### config.mk
export PLATFORM = sky130hd
export DESIGN_NAME = calc_centroid_div
export DESIGN_NICKNAME = d
export VERILOG_FILES = /design/src/rtl/eyetracker_pkg.sv /design/src/rtl/restoring_div_step.sv /design/src/rtl/calc_centroid_div.sv
export SDC_FILE = /design/constraint.sdc
export NUM_CORES = 1
export LEC_CHECK = 0
export BUFFER_PORTS_ARGS = -buffer_cell sky130_fd_sc_hd__buf_2
export CAP_MARGIN = 20
export CORE_MARGIN = 2
export CORE_UTILIZATION = 50
export CTS_CLUSTER_SIZE = 28
export DETAILED_ROUTE_END_ITERATION = 10
export PLACE_DENSITY = 0.72
export SYNTH_ARGS = -nofsm -noshare
export SYNTH_HDL_FRONTEND = slang
export SYNTH_SLANG_ARGS = --single-unit
export TNS_END_PERCENT = 50
### constraint.sdc
create_clock -name CCLK -period 4.9 [get_ports CCLK]
set_clock_uncertainty 0.05 [all_clocks]
set_input_delay 0.245 -clock CCLK [delete_from_list [all_inputs] [get_ports CCLK]]
set_output_delay 0.245 -clock CCLK [all_outputs]
set_load 0.1 [all_outputs]
### src/rtl/eyetracker_pkg.sv
// Shared constants and types for the eye-tracker centroid datapath.
// Widths of the moment sums, the fixed-point format and the divider FSM encoding.
package eyetracker_pkg;

    localparam int SUM_S_WIDTH  = 20;
    localparam int SUM_SX_WIDTH = 28;
    localparam int INT_WIDTH    = 10;
    localparam int FRAC_WIDTH   = 4;
    localparam int QW           = INT_WIDTH + FRAC_WIDTH;

    // Scaled dividend width and partial-remainder width of the restoring divider
    localparam int DW = SUM_SX_WIDTH + FRAC_WIDTH;
    localparam int RW = SUM_S_WIDTH + 1;
    localparam int CW = $clog2(QW);

    typedef enum logic [1:0] {
        IDLE  = 2'd0,
        DIV_X = 2'd1,
        DIV_Y = 2'd2,
        DONE  = 2'd3
    } div_state_t;

    function automatic logic [DW-1:0] extend_dividend(input logic [SUM_SX_WIDTH-1:0] d);
        return {d, {FRAC_WIDTH{1'b0}}};
    endfunction

endpackage

### src/rtl/restoring_div_step.sv
// One iteration of an unsigned restoring division: shift in a dividend bit,
// subtract the divisor when it fits and emit the quotient bit.
module restoring_div_step
    import eyetracker_pkg::*;
(
    input  logic [RW-1:0]          r,
    input  logic                   din,
    input  logic [SUM_S_WIDTH-1:0] s,
    output logic [RW-1:0]          r_next,
    output logic                   q
);

    logic [RW-1:0] trial;
    logic [RW-1:0] s_ext;

    always_comb begin
        trial  = {r[RW-2:0], din};
        s_ext  = RW'(s);
        r_next = trial;
        q      = 1'b0;
        if (trial >= s_ext) begin
            r_next = trial - s_ext;
            q      = 1'b1;
        end
    end

endmodule

### src/rtl/calc_centroid_div.sv
// Converts moment sums (S, SX, SY) into a fixed-point centroid using one
// shared bit-serial restoring divider, X axis first, then Y.
module calc_centroid_div
    import eyetracker_pkg::*;
(
    input  logic                    CCLK,
    input  logic                    RST,
    input  logic                    iSTART,
    input  logic [SUM_S_WIDTH-1:0]  iSUM_S,
    input  logic [SUM_SX_WIDTH-1:0] iSUM_SX,
    input  logic [SUM_SX_WIDTH-1:0] iSUM_SY,
    output logic                    oBUSY,
    output logic                    oVALID,
    output logic [QW-1:0]           oCX,
    output logic [QW-1:0]           oCY,
    output logic                    oNO_TARGET,
    output logic                    oOVF
);

    localparam logic [QW-1:0] SAT      = '1;
    localparam logic [CW-1:0] CNT_LOAD = CW'(QW - 1);

    div_state_t              state;
    logic [SUM_S_WIDTH-1:0]  s_reg;
    logic [SUM_SX_WIDTH-1:0] sx_reg;
    logic [SUM_SX_WIDTH-1:0] sy_reg;
    logic [RW-1:0]           rem;
    logic [QW-1:0]           dbits;
    logic [QW-1:0]           quot;
    logic [QW-1:0]           cx_res;
    logic [CW-1:0]           cnt;
    logic                    axis_ovf;
    logic                    ovf_x;

    logic [DW-1:0]           dx_ext;
    logic [DW-1:0]           dy_ext;
    logic [RW-1:0]           rx_init;
    logic [RW-1:0]           ry_init;
    logic                    rx_ovf;
    logic                    ry_ovf;
    logic [RW-1:0]           rem_next;
    logic                    q_bit;
    logic [QW-1:0]           quot_next;

    // The upper part of the scaled dividend seeds the remainder; if it already
    // reaches S the quotient cannot fit in QW bits and the axis saturates.
    assign dx_ext    = extend_dividend(iSUM_SX);
    assign dy_ext    = extend_dividend(sy_reg);
    assign rx_init   = RW'(dx_ext >> QW);
    assign ry_init   = RW'(dy_ext >> QW);
    assign rx_ovf    = (rx_init >= RW'(iSUM_S));
    assign ry_ovf    = (ry_init >= RW'(s_reg));
    assign quot_next = {quot[QW-2:0], q_bit};

    restoring_div_step u_step (
        .r      (rem),
        .din    (dbits[QW-1]),
        .s      (s_reg),
        .r_next (rem_next),
        .q      (q_bit)
    );

    always_ff @(posedge CCLK or posedge RST) begin
        if (RST) begin
            state      <= IDLE;
            s_reg      <= '0;
            sx_reg     <= '0;
            sy_reg     <= '0;
            rem        <= '0;
            dbits      <= '0;
            quot       <= '0;
            cx_res     <= '0;
            cnt        <= '0;
            axis_ovf   <= 1'b0;
            ovf_x      <= 1'b0;
            oBUSY      <= 1'b0;
            oVALID     <= 1'b0;
            oCX        <= '0;
            oCY        <= '0;
            oNO_TARGET <= 1'b0;
            oOVF       <= 1'b0;
        end else begin
            unique case (state)
                IDLE: begin
                    oVALID <= 1'b0;
                    if (iSTART) begin
                        oBUSY <= 1'b1;
                        if (iSUM_S != '0) begin
                            s_reg    <= iSUM_S;
                            sx_reg   <= iSUM_SX;
                            sy_reg   <= iSUM_SY;
                            rem      <= rx_init;
                            dbits    <= dx_ext[QW-1:0];
                            quot     <= '0;
                            axis_ovf <= rx_ovf;
                            cnt      <= CNT_LOAD;
                            state    <= DIV_X;
                        end else begin
                            oCX        <= '0;
                            oCY        <= '0;
                            oNO_TARGET <= 1'b1;
                            oOVF       <= 1'b0;
                            oVALID     <= 1'b1;
                            state      <= DONE;
                        end
                    end
                end

                DIV_X: begin
                    if (cnt == '0) begin
                        cx_res   <= axis_ovf ? SAT : quot_next;
                        ovf_x    <= axis_ovf;
                        rem      <= ry_init;
                        dbits    <= dy_ext[QW-1:0];
                        quot     <= '0;
                        axis_ovf <= ry_ovf;
                        cnt      <= CNT_LOAD;
                        state    <= DIV_Y;
                    end else begin
                        rem   <= rem_next;
                        dbits <= {dbits[QW-2:0], 1'b0};
                        quot  <= quot_next;
                        cnt   <= cnt - 1'b1;
                    end
                end

                DIV_Y: begin
                    if (cnt == '0) begin
                        oCX        <= cx_res;
                        oCY        <= axis_ovf ? SAT : quot_next;
                        oNO_TARGET <= 1'b0;
                        oOVF       <= ovf_x | axis_ovf;
                        oVALID     <= 1'b1;
                        state      <= DONE;
                    end else begin
                        rem   <= rem_next;
                        dbits <= {dbits[QW-2:0], 1'b0};
                        quot  <= quot_next;
                        cnt   <= cnt - 1'b1;
                    end
                end

                DONE: begin
                    oVALID <= 1'b0;
                    oBUSY  <= 1'b0;
                    state  <= IDLE;
                end

                default: state <= IDLE;
            endcase
        end
    end

endmodule

## Yosys cells after proc, flatten, opt, wreduce, memory -nomap -nowiden

Index checks and enable logic that the tools add are counted.
Widths: inputs -> output; s select.

- Memories: 0
- Output and inout port bits: 32
- Latch bits: 0
- Flip-flop bits (word level): 149
- Bits of input ports: 79
- ROM bits: 0
- Memory bits (writable): 0
- Word-level logic and storage cells: 99

- Add/sub/neg operators: 2
- Equality and inequality tests: 9
- Reductions and logical operators: 16
- Shift-type cells: 0
- Bitwise gates (word level): 1
- Magnitude comparators: 3
- Mux-type cells: 52
- Div/mod/pow operators: 0
- Multipliers: 0

Operators with widths:

| kind | count |
|---|---|
| $mux 14 | 9 |
| $mux 20 | 5 |
| $pmux 20 s3 | 1 |
| $pmux 14 s2 | 2 |
| $mux 13 | 4 |
| $pmux 14 s3 | 1 |
| $ge 18x20->1 | 2 |
| $pmux 13 s3 | 1 |
| $ge 21x20->1 | 1 |
| $reduce_bool 20->1 | 1 |
| $sub 20x20->20 | 1 |
| $mux 4 | 4 |
| $mux 1 | 14 |
| $ne 2x2->1 const B | 6 |
| $pmux 4 s3 | 1 |
| $reduce_and 4->1 | 3 |
| $mux 2 | 4 |
| $pmux 1 s2 | 4 |
| $pmux 2 s4 | 1 |
| $reduce_and 2->1 | 3 |
| $reduce_and 3->1 | 2 |
| $reduce_bool 2->1 | 3 |
| $reduce_bool 3->1 | 2 |
| $eq 2x2->1 const B | 2 |
| 6 further kinds | 6 |

## Longest topological paths before layout

Gate-level depths: netlist of run 1.

- Depth after elaboration: 5
- Gate-level depth with buffers: 12
- Gate-level depth less buffers: 12

## Cells and area by module

A second synthesis of run 1 with hierarchy kept.

- Cells, all modules: 897
- Area total of the unflattened synthesis: 8923.6 µm²

By module, submodules not included:

| module | instances | cells each | area an instance (µm²) |
|---|---|---|---|
| calc_centroid_div | 1 | 664 | 7206.9 |
| restoring_div_step | 1 | 233 | 1716.6 |

## Worst setup path before layout of run 1

No wires, ideal clock.

- Kind: register to register
- Start point: register dbits[13]
- End point: register rem[14]
- Data required time: 4723 ps
- Stages on the path, launching flop included: 13
- Setup time: 127 ps
- Path buffers: 0
- Clock period less this slack: 2583 ps
- Data arrival time: 2406 ps
- Slack: 2317 ps
- Cells stage by stage: dfrtp_1 > inv_1 > ha_1 > inv_1 > fa_1 > a21o_1 > a31oi_1 > nor3_1 > a2111oi_4 > xnor2_1 > mux2_2 > a221oi_2 > nor3_1

- Longest elaborated chain between the ends: 4
- Elaborated cells between the ends (all ways): 6

Ends and longest elaborated chain:

| what | RTL line | source |
|---|---|---|
| from (decl) | calc_centroid_div.sv:28 | `logic [QW-1:0] dbits;` |
| from (signal assigned) | calc_centroid_div.sv:93 | `dbits <= dx_ext[QW-1:0];` |
| from (signal assigned) | calc_centroid_div.sv:114 | `dbits <= dy_ext[QW-1:0];` |
| from (signal assigned) | calc_centroid_div.sv:121 | `dbits <= {dbits[QW-2:0], 1'b0};` |
| $sub 20x20->20 / $ge 21x20->1 (equally long branches) | restoring_div_step.sv:22, restoring_div_step.sv:21 |  |
| $mux 20 (*) | restoring_div_step.sv:21 | `if (trial >= s_ext) begin` |
| $mux 20, on equally long branches | calc_centroid_div.sv:128, calc_centroid_div.sv:110 |  |
| $pmux 20 s3 (*) | calc_centroid_div.sv:83 | `unique case (state)` |
| to (signal assigned) | calc_centroid_div.sv:92 | `rem <= rx_init;` |
| to (signal assigned) | calc_centroid_div.sv:120 | `rem <= rem_next;` |
| to (signal assigned) | calc_centroid_div.sv:136 | `rem <= rem_next;` |
| to (decl) | calc_centroid_div.sv:27 | `logic [RW-1:0] rem;` |

Every way passes the cells marked *; elsewhere a longest branch is shown, timed or not. The select of a mux whose other input is x is not followed.
A chain may end at the register's enable or synchronous reset.

## Final worst setup path of run 1

- Start point: register s_reg[18]
- End point: register rem[0]

- Longest elaborated chain between the ends: 4
- Elaborated cells between the ends (all ways): 5

Ends and longest elaborated chain:

| what | RTL line | source |
|---|---|---|
| from (decl) | calc_centroid_div.sv:24 | `logic [SUM_S_WIDTH-1:0] s_reg;` |
| from (signal assigned) | calc_centroid_div.sv:89 | `s_reg <= iSUM_S;` |
| $ge 21x20->1 (*) | restoring_div_step.sv:21 |  |
| $mux 20 (*) | restoring_div_step.sv:21 |  |
| $mux 20, on equally long branches | calc_centroid_div.sv:128, calc_centroid_div.sv:110 |  |
| $pmux 20 s3 (*) | calc_centroid_div.sv:83 |  |

Marked as above.

==> results of run 1 <==
==> kinds of logic after synthesis <==
group           count (synthesis)
fa+ha+maj                      64
simple gates                  237
xor+xnor                       16
buf+inv                        98
flops                         145
compound gates                268
mux                            46
==> worst max-delay path: stages (launching register included) <==
cell       delay (ns)
dfrtp_1          0.40
inv_1            0.06
ha_1             0.35
a21o_1           0.20
a211oi_1         0.32
o2111ai_2        0.19
a41oi_4          0.82
mux2_2           0.42
o211a_1          0.20
o21ai_0          0.17
==> synth_stat cells (6+ instances only) <==
cell type	number
a21o_1	16
a21oi_1	65
a22o_1	30
a22oi_1	9
clkbuf_1	34
dfrtp_1	145
ha_1	63
inv_1	51
mux2_2	44
nand2_1	113
nand2b_1	10
nand3_1	13
nand4_1	7
nor2_1	59
nor2b_1	6
nor3_1	8
nor4_1	6
o21a_1	6
o21ai_0	85
o31ai_1	8
xnor2_1	9
xor2_1	7
==> through the flow <==
stage	total power [uW]	hold WS [ns]	instance area (um2)
2_1_floorplan	5700	0.346	8280
3_3_place_gp	6570	0.397	9000
3_5_place_dp	6650	0.400	9000
4_1_cts	8020	0.00185	9870
5_1_grt	8660	0.00348	9870
6_report	8030	-0.0144	9870
==> report_power, final <==
group	total, uW	internal, uW	switching (uW)
registers	2050	1700	352
logic	4670	1720	2950
clock network	1310	691	620
==> cell type report <==
type | count | area (um2) | share of cell area, %
inverter | 51 | 196 | 1.99
sequential | 145 | 3630 | 36.8
clock inverter | 15 | 183 | 1.85
clock buffer | 17 | 425 | 4.31
multi-input combinational | 631 | 4280 | 43.3
timing repair buffer | 146 | 886 | 8.98
tap | 220 | 275 | 2.79
==> what timing repair did <==
item	4_1_cts	5_1_grt
hold buffers	26	0
endpoints found under the setup margin	0	0
endpoints found under the hold margin	26	0
==> final timing paths <==
kind / from / end / slack (ns) / cells past startpoint
worst max-delay path: s_reg[18]$_DFFE_PP0P_ / rem[0]$_DFFE_PP0P_ / 1.64 / 9
worst min-delay path: RST / sy_reg[23]$_DFFE_PP0P_ / -0.01 / 2
worst max register to register: s_reg[18]$_DFFE_PP0P_ / rem[0]$_DFFE_PP0P_ / 1.64 / 9
worst min register to register: oOVF$_DFFE_PP0P_ / oOVF$_DFFE_PP0P_ / 0.41 / 2
max in group asynchronous: RST / sy_reg[26]$_DFFE_PP0P_ / 3.71 / 3
min in group CCLK: iSUM_SY[21] / sy_reg[21]$_DFFE_PP0P_ / 0.01 / 2
==> layer usage <==
layer | vias up | GRT usage, % | share of wire [%]
li1 | 3360 | - | -
met1 | 3300 | 34.2 | 46
met2 | 200 | 37.0 | 45
met3 | 38 | 5.44 | 5.9
met4 | 0 | 10.0 | 3.0
met5 | - | 0 | 0
==> results.py, run 1 <==
metrics = {
    "sta": {
        "totalNegativeSetupSlack_ns": 0,
        "worst_slack_ns": 1.64,
        "hold_viol": 17,
        "fmax_mhz": 307,
        "slew_headroom_pct": 34.4,
        "grt_setup_unrepaired": "false",
        "slew_viol_final": 0,
        "setup_violations": 0,
        "tightest_slew_ns": 0.982,
        "fin_crit_ns": 3.26,
        "fin_crit_sh_pct": 66.5,
        "hold_slack_ns": -0.0144,
    },
    "critical_path": {
        "crit_fanout": 27,
        "critPathKind": "reg2reg",
        "startpoint_type": "flip-flop",
        "endpoint_kind": "flip-flop",
        "cp_data_arrival_time_ns": 3.56,
        "critPathRequiredTime_ns": 5.20,
    },
    "clock_tree": {
        "cts_tree": "yes",
        "htree_num_levels": 4,
        "post_cts_buffers": 0,
        "clk_pin_slew_ns": 0.07,
        "cts_sinks": 145,
        "clockBufferDepth": 2,
        "cts_buffers": 17,
        "cts_resized": 0,
        "clockRootBuffer": "clkbuf_16",
        "clk_latency_ns": 0.44,
    },
    "die": {
        "coreArea_um2": 16400,
        "pin_count": 111,
        "start_util_pct": 50.5,
        "die_w_um": 133,
        "fp-row-count": 47,
        "fp.dieH_um": 133,
        "dieArea_um2": 17600,
    },
    "finish": {
        "nNetsFinal": 1135,
        "finish.utilization_pct": 60.2,
        "final_cell_mix": "145 x dfrtp_1, 113 x nand2_1, 110 x buf_2",
        "synthToLayoutAreaGrowth_pct": 19.2,
        "n_fill_cell": 1405,
        "num_antenna_cells": 0,
        "final_cells": 1225,
        "final_common_cell": "dfrtp_1",
        "layout-drive-gt1-share_pct": 20.6,
        "largest_register_ff_count": 28,
    },
    "logic_synthesis": {
        "yosysTopAreaCellShare_pct": 43.8,
        "synthAdderAreaFrac_pct": 9.76,
        "synth_area_leader_cell": "dfrtp_1",
        "synthDistinctLibCells": 63,
        "synth_top_flop_cell": "dfrtp_1",
        "ys_seq_area_share_pct": 43.8,
        "synth_area_leaders": "dfrtp_1 44%, ha_1 9.5%, mux2_2 6.0%, o21ai_0 5.1%, nand2_1 5.1%",
        "synth_compound_area_share_pct": 21.3,
        "synth.ff_latch_count": 145,
        "synth_edf_count": 0,
        "async_flop_share_pct": 100,
        "synth-xor-area-share_pct": 1.69,
        "synth_cells": 874,
        "synth_top_family_by_area": "compound AO/OA/AOI/OAI gates",
        "synthMuxAreaShare_pct": 6.23,
        "ys_warn_count": 0,
        "syn-num-nets": 1017,
        "avgSynthCellArea_um2": 9.47,
        "synth_area_um2": 8280,
        "yosys.area_share.simple_pct": 12.6,
    },
    "place": {
        "placed_cells": 1167,
        "dp_slack_ns": 1.68,
        "dp_hpwl_mm": 14.4,
        "port_buffers": 110,
        "gp_congestion": 0.894,
    },
    "worst_hold_path": {
        "hp-class": "in2async",
    },
    "drt": {
        "drtPass1Iterations": 5,
        "viasPerCell": 5.63,
        "drt_iter0_markers": 457,
        "ant_nets": 0,
        "routedWlPerCell_um": 16.9,
        "via_count": 6898,
        "route.detailed.drc": 0,
        "wl_mm": 20.7,
    },
    "global_route": {
        "grt_pass1_vias": 6860,
        "grt_overflow": 0,
        "track_usage_pct": 24.4,
        "grt_antenna_before_repair": 0,
        "grt_pass1_wl_mm": 34.3,
        "grt_max_degree": 108,
    },
    "run": {
        "maxCapViolCount": 0,
    },
    "outcome": {
        "violations": "hold timing",
        "status": "finished with violations",
    },
    "power": {
        "p_leak_uw": 0.00474,
        "p_per_area_nw_per_um2": 814,
        "ir_drop_mv": 0.547,
    },
}
Note: power is estimated with default switching activity, not from simulation.
==> run 2: changes to the inputs <==
==> constraint.sdc (replaced) <==
create_clock -name CCLK -period 3.2 [get_ports CCLK]
set_clock_uncertainty 0.05 [all_clocks]
set_input_delay 0.16 -clock CCLK [delete_from_list [all_inputs] [get_ports CCLK]]
set_output_delay 0.16 -clock CCLK [all_outputs]
set_load 0.1 [all_outputs]
==> run 2 against run 1 <==
  * Fmax increased by 9.4%
  * Sequential share of layout area is 1.3 points lower
  * Sequential cell count unchanged
  * Routed wire length increased by 4.3%
  * Worst hold slack better by 0.015 ns
  * Clock power increased by 56%
  * The run now ends clean
  * Power rose by 58%
  * Non-clock buffer count increased by 33
==> results.py, run 2 (synthesis results as in run 1) <==
metrics = {
    "sta": {
        "fin_crit_ns": 2.98,
        "grt_setup_unrepaired": "false",
        "totalNegativeSetupSlack_ns": 0,
        "hold_viol": 0,
        "fin_crit_sh_pct": 93.1,
        "slew_headroom_pct": 56.2,
        "fmax_mhz": 336,
        "setup_violations": 0,
        "tightest_slew_ns": 0.657,
        "slew_viol_final": 0,
    },
    "power": {
        "finalPower_uw": 12700,
        "p_leak_uw": 0.00490,
        "ir_drop_mv": 0.651,
        "p_per_area_nw_per_um2": 1240,
    },
    "clock_tree": {
        "cts_sinks": 145,
        "clk_pin_slew_ns": 0.07,
        "clockBufferDepth": 2,
        "cts_resized": 0,
        "htree_num_levels": 4,
        "clk_latency_ns": 0.44,
        "clockRootBuffer": "clkbuf_16",
        "cts_tree": "yes",
        "cts_buffers": 17,
    },
    "drt": {
        "wl_mm": 21.6,
        "route.detailed.drc": 0,
        "ant_nets": 0,
        "drt_iter0_markers": 390,
        "viasPerCell": 5.65,
        "via_count": 7116,
        "drtPass1Iterations": 4,
        "routedWlPerCell_um": 17.2,
    },
    "critical_path": {
        "critPathRequiredTime_ns": 3.46,
        "cp_data_arrival_time_ns": 3.24,
        "endpoint_kind": "flip-flop",
        "startpoint_type": "flip-flop",
        "crit_fanout": 3,
        "critPathKind": "reg2reg",
    },
    "finish": {
        "largest_register_ff_count": 28,
        "final_cell_mix": "145 x dfrtp_1, 113 x nand2_1, 110 x buf_2",
        "synthToLayoutAreaGrowth_pct": 23.7,
        "final_cell_area_um2": 10200,
        "nNetsFinal": 1168,
        "final_common_cell": "dfrtp_1",
        "n_fill_cell": 1323,
        "finish.utilization_pct": 62.4,
        "layout-drive-gt1-share_pct": 20.7,
    },
    "place": {
        "placed_area_um2": 9110,
        "gp_congestion": 0.862,
        "dp_hpwl_mm": 14.6,
        "port_buffers": 110,
    },
    "run": {
        "maxCapViolCount": 0,
    },
    "die": {
        "die_w_um": 133,
        "dieArea_um2": 17600,
        "fp.dieH_um": 133,
        "start_util_pct": 50.5,
        "fp-row-count": 47,
        "coreArea_um2": 16400,
        "pin_count": 111,
    },
    "worst_hold_path": {
        "hp-class": "in2reg",
    },
    "global_route": {
        "grt_antenna_before_repair": 1,
        "grt_pass1_vias": 7020,
        "grt_pass1_wl_mm": 35.1,
        "grt_overflow": 0,
        "grt_max_degree": 123,
        "track_usage_pct": 25.2,
    },
    "outcome": {
        "status": "completed",
    },
}
## run 2: cell count changes in the layout (fill, tap and decap cells not counted), moves of 2 or more
| cell | change |
|---|---|
| buf_12 | +4 |
| buf_4 | +4 |
| clkinv_4 | -2 |
| clkinvlp_4 | +2 |
| diode_2 | +2 |
| dlygate4sd3_1 | +25 |
| inv_6 | +2 |
| inv_8 | -2 |
## run 2: worst max-delay path: stages (launching register included)
cell,delay (ns)
dfrtp_1,0.37
inv_1,0.10
ha_1,0.16
inv_1,0.05
fa_1,0.40
a21o_1,0.20
a31oi_1,0.36
nor3_1,0.16
a2111oi_4,0.30
xnor2_1,0.10
mux2_2,0.28
a221oi_2,0.23
nor3_1,0.09
## run 2: final cells by class
| cell class | instances | area, um2 | area share, % |
|---|---|---|---|
| clock inverter | 15 | 190 | 1.86 |
| inverter | 51 | 195 | 1.91 |
| sequential | 145 | 3630 | 35.4 |
| tap | 220 | 275 | 2.69 |
| timing repair buffer | 179 | 1250 | 12.2 |
| clock buffer | 17 | 425 | 4.15 |
| multi-input combinational | 631 | 4280 | 41.7 |
| antenna | 2 | 5.00 | 0.0489 |
## run 2: final timing paths
kind / cells past startpoint / end / start / slack [ns]
min in group asynchronous: 3 / oCX[6]$_DFFE_PP0P_ / RST / 0.26
max: 12 / rem[14]$_DFFE_PP0P_ / dbits[13]$_DFFE_PP0P_ / 0.22
min: 3 / s_reg[11]$_DFFE_PP0P_ / iSUM_S[11] / 0.0003
max reg2reg: 12 / rem[14]$_DFFE_PP0P_ / dbits[13]$_DFFE_PP0P_ / 0.22
max in group asynchronous: 4 / quot[2]$_DFFE_PP0P_ / RST / 1.83
min reg2reg: 2 / oCY[7]$_DFFE_PP0P_ / oCY[7]$_DFFE_PP0P_ / 0.43
## run 2: what timing repair did
| action | CTS | global route |
|---|---|---|
| setup buffers | 0 | 0 |
| hold buffers | 51 | 0 |
| endpoints found under the hold margin | 73 | 0 |
## run 2: metrics by stage
step,setup slack [ns],hold WS (ns),instances
3_5_place_dp,0.294,0.183,1175
3_3_place_gp,0.351,0.180,1175
2_1_floorplan,0.617,0.261,874
5_1_grt,0.0105,0.0250,1258
4_1_cts,0.256,0.000701,1258
6_report,0.222,0.000258,1260
## run 2: metal layers
layer / track usage (%) / part of all wire (%)
met1: 33.2 / 45
met2: 41.2 / 48
met3: 4.87 / 5.0
met4: 10.1 / 2.5
met5: 0 / 0
## run 2: where the power goes
group / switching (uW) / internal (uW)
logic: 4640 / 2820
registers: 537 / 2610
clock network: 927 / 1130
total: 6110 / 6550
==> run 3: changes to the inputs <==
==> constraint.sdc (replaced) <==
create_clock -name CCLK -period 3.7 [get_ports CCLK]
set_clock_uncertainty 0.05 [all_clocks]
set_input_delay 0.185 -clock CCLK [delete_from_list [all_inputs] [get_ports CCLK]]
set_output_delay 0.185 -clock CCLK [all_outputs]
set_load 0.1 [all_outputs]
==> run 3 against run 2 <==
  * The run now ends with hold timing left
  * Cell area down 2.1%
  * Die area stayed put
  * Sequential power down 13%
  * Sequential cell count stayed put
  * Worst hold slack worse by 0.0011 ns
  * Sequential share of layout area up 0.76 points
  * Clock power is 15% lower
  * Core utilization fell by 1.3 points
  * Global-route usage decreased by 0.61 points
  * Count of clock-buffer cells in the layout is the same
  * Cell count down 1.5%
  * Largest cell class unchanged
==> results.py, run 3 (synthesis results as in run 1) <==
metrics = {
    "outcome": {
        "status": "finished with violations",
        "violations": "hold timing",
    },
    "global_route": {
        "grt_overflow": 0,
        "grt_max_degree": 76,
        "grt_pass1_wl_mm": 34.8,
        "grt_antenna_before_repair": 1,
        "track_usage_pct": 24.6,
        "grt_pass1_vias": 6994,
    },
    "clock_tree": {
        "cts_tree": "yes",
        "clk_pin_slew_ns": 0.07,
        "post_cts_buffers": 0,
        "clockRootBuffer": "clkbuf_16",
        "cts_sinks": 145,
        "htree_num_levels": 4,
        "clockBufferDepth": 2,
        "cts_buffers": 17,
        "clk_latency_ns": 0.44,
    },
    "sta": {
        "hold_viol": 1,
        "totalNegativeSetupSlack_ns": 0,
        "setup_violations": 0,
        "hold_slack_ns": -0.000856,
        "fin_crit_sh_pct": 87.8,
        "slew_viol_final": 0,
        "slew_headroom_pct": 34.9,
        "grt_setup_unrepaired": "false",
        "fin_crit_ns": 3.25,
        "worst_slack_ns": 0.451,
        "fmax_mhz": 308,
        "tightest_slew_ns": 0.973,
    },
    "critical_path": {
        "ff2ff_setup_slack_ns": 0.45,
        "cp_data_arrival_time_ns": 3.56,
        "r2r-start": "s_reg[4]$_DFFE_PP0P_",
        "startpoint_type": "flip-flop",
        "critPathRequiredTime_ns": 4.01,
        "r2r_end": "rem[0]$_DFFE_PP0P_",
        "crit_fanout": 27,
        "critPathKind": "reg2reg",
        "endpoint_kind": "flip-flop",
        "reg2reg_depth": 10,
    },
    "finish": {
        "final_cells": 1241,
        "multiInputGateArea_um2": 4280,
        "final_common_cell": "dfrtp_1",
        "n_fill_cell": 1394,
        "largest_register_ff_count": 28,
        "finish.utilization_pct": 61.1,
        "layout-drive-gt1-share_pct": 20.7,
        "regArea_um2": 3630,
        "synthToLayoutAreaGrowth_pct": 21.1,
        "final_cell_mix": "145 x dfrtp_1, 113 x nand2_1, 110 x buf_2",
        "nNetsFinal": 1149,
    },
    "die": {
        "die_w_um": 133,
        "dieArea_um2": 17600,
        "coreArea_um2": 16400,
        "pin_count": 111,
        "fp.dieH_um": 133,
        "fp-row-count": 47,
        "start_util_pct": 50.5,
    },
    "worst_hold_path": {
        "hp-class": "in2reg",
        "holdPathEnd": "dbits[10]$_DFFE_PP0P_",
        "holdCritStartpoint": "iSUM_SX[6]",
        "hold_depth": 3,
    },
    "place": {
        "dp_slack_ns": 0.515,
        "dp_hpwl_mm": 14.4,
        "placed_cells": 1171,
        "port_buffers": 110,
        "gp_congestion": 0.886,
    },
    "power": {
        "p_per_area_nw_per_um2": 1070,
        "ir_drop_mv": 0.779,
        "p_leak_uw": 0.00481,
        "netSwitchingFraction_pct": 48.7,
        "seq_power_share_pct": 25.4,
        "p_int_uw": 5480,
        "power_switching_uw": 5210,
        "clock_power_share_pct": 16.3,
        "finalPower_uw": 10700,
        "combPwrFrac_pct": 58.3,
    },
    "drt": {
        "drtPass1Iterations": 5,
        "via_count": 7072,
        "viasPerCell": 5.70,
        "routedWlPerCell_um": 16.9,
        "wl_mm": 20.9,
        "drt_iter0_markers": 436,
        "ant_nets": 0,
        "route.detailed.drc": 0,
    },
    "run": {
        "maxCapViolCount": 0,
    },
}
## run 3: changes by cell type in the layout (fill, tap and decap cells not counted)
cell,before,now
clkinvlp_4,3,2
bufinv_16,1,0
inv_6,4,2
clkinv_4,0,2
inv_8,4,5
buf_4,14,12
buf_12,4,2
dlygate4sd3_1,51,36
inv_12,0,1
## run 3: timing repair
action	4_1_cts	5_1_grt
endpoints found under the setup margin	0	0
hold endpoints to repair	67	0
gates resized for setup	0	0
hold buffers	36	0
## run 3: critical path, cell delays in order (launching register included)
cell and delay [ns]:
dfrtp_1 0.34, inv_1 0.06, ha_1 0.38, a21oi_1 0.24, nand2_1 0.15, nor2_1 0.25, o21ai_2 0.16, a41oi_4 0.78
mux2_2 0.41, o211a_1 0.20, o21ai_0 0.15
## run 3: worst max-delay path by stage
stage / slack [ns] / start / depth (start not counted) / endpoint
2_1_floorplan: 1.12 / dbits[13]$_DFFE_PP0P_ / 12 / rem[14]$_DFFE_PP0P_
3_5_place_dp: 0.52 / s_reg[4]$_DFFE_PP0P_ / 10 / rem[0]$_DFFE_PP0P_
5_1_grt: 0.23 / s_reg[4]$_DFFE_PP0P_ / 10 / rem[0]$_DFFE_PP0P_
3_3_place_gp: 0.61 / s_reg[10]$_DFFE_PP0P_ / 10 / rem[14]$_DFFE_PP0P_
4_1_cts: 0.49 / s_reg[4]$_DFFE_PP0P_ / 10 / rem[0]$_DFFE_PP0P_
6_report: 0.45 / s_reg[4]$_DFFE_PP0P_ / 10 / rem[0]$_DFFE_PP0P_
## run 3: power groups by stage
| stage | clock [uW] | combinational [uW] | sequential (uW) |
|---|---|---|---|
| after floorplan | 0 | 4150 | 3400 |
| after global placement | 0 | 6020 | 2710 |
| after detailed placement | 0 | 6110 | 2730 |
| after CTS | 1750 | 6210 | 2710 |
| after global routing | 1810 | 6900 | 2800 |
| final | 1740 | 6230 | 2720 |
## run 3: final cells by class
cell class,instances,area share [%]
diodes,2,0.0499
clock buffers,17,4.24
clock inverters,15,1.80
inverters,51,1.95
multi-input cells,631,42.6
flip-flops and latches,145,36.2
well taps,220,2.75
repair buffers,160,10.4
## run 3: stage by stage
step | area, um2 | hold slack [ns]
final | 10000 | -0.000856
after CTS | 10000 | 0.00233
after detailed placement | 9050 | 0.290
after floorplan | 8280 | 0.286
after global routing | 10000 | 0.0293
after global placement | 9050 | 0.290
## run 3: per-layer routing
metal / share of wire [%] / GRT usage, %
met5: 0 / 0
met2: 47 / 39.8
met1: 45 / 33.4
met4: 2.6 / 8.84
met3: 5.4 / 4.56
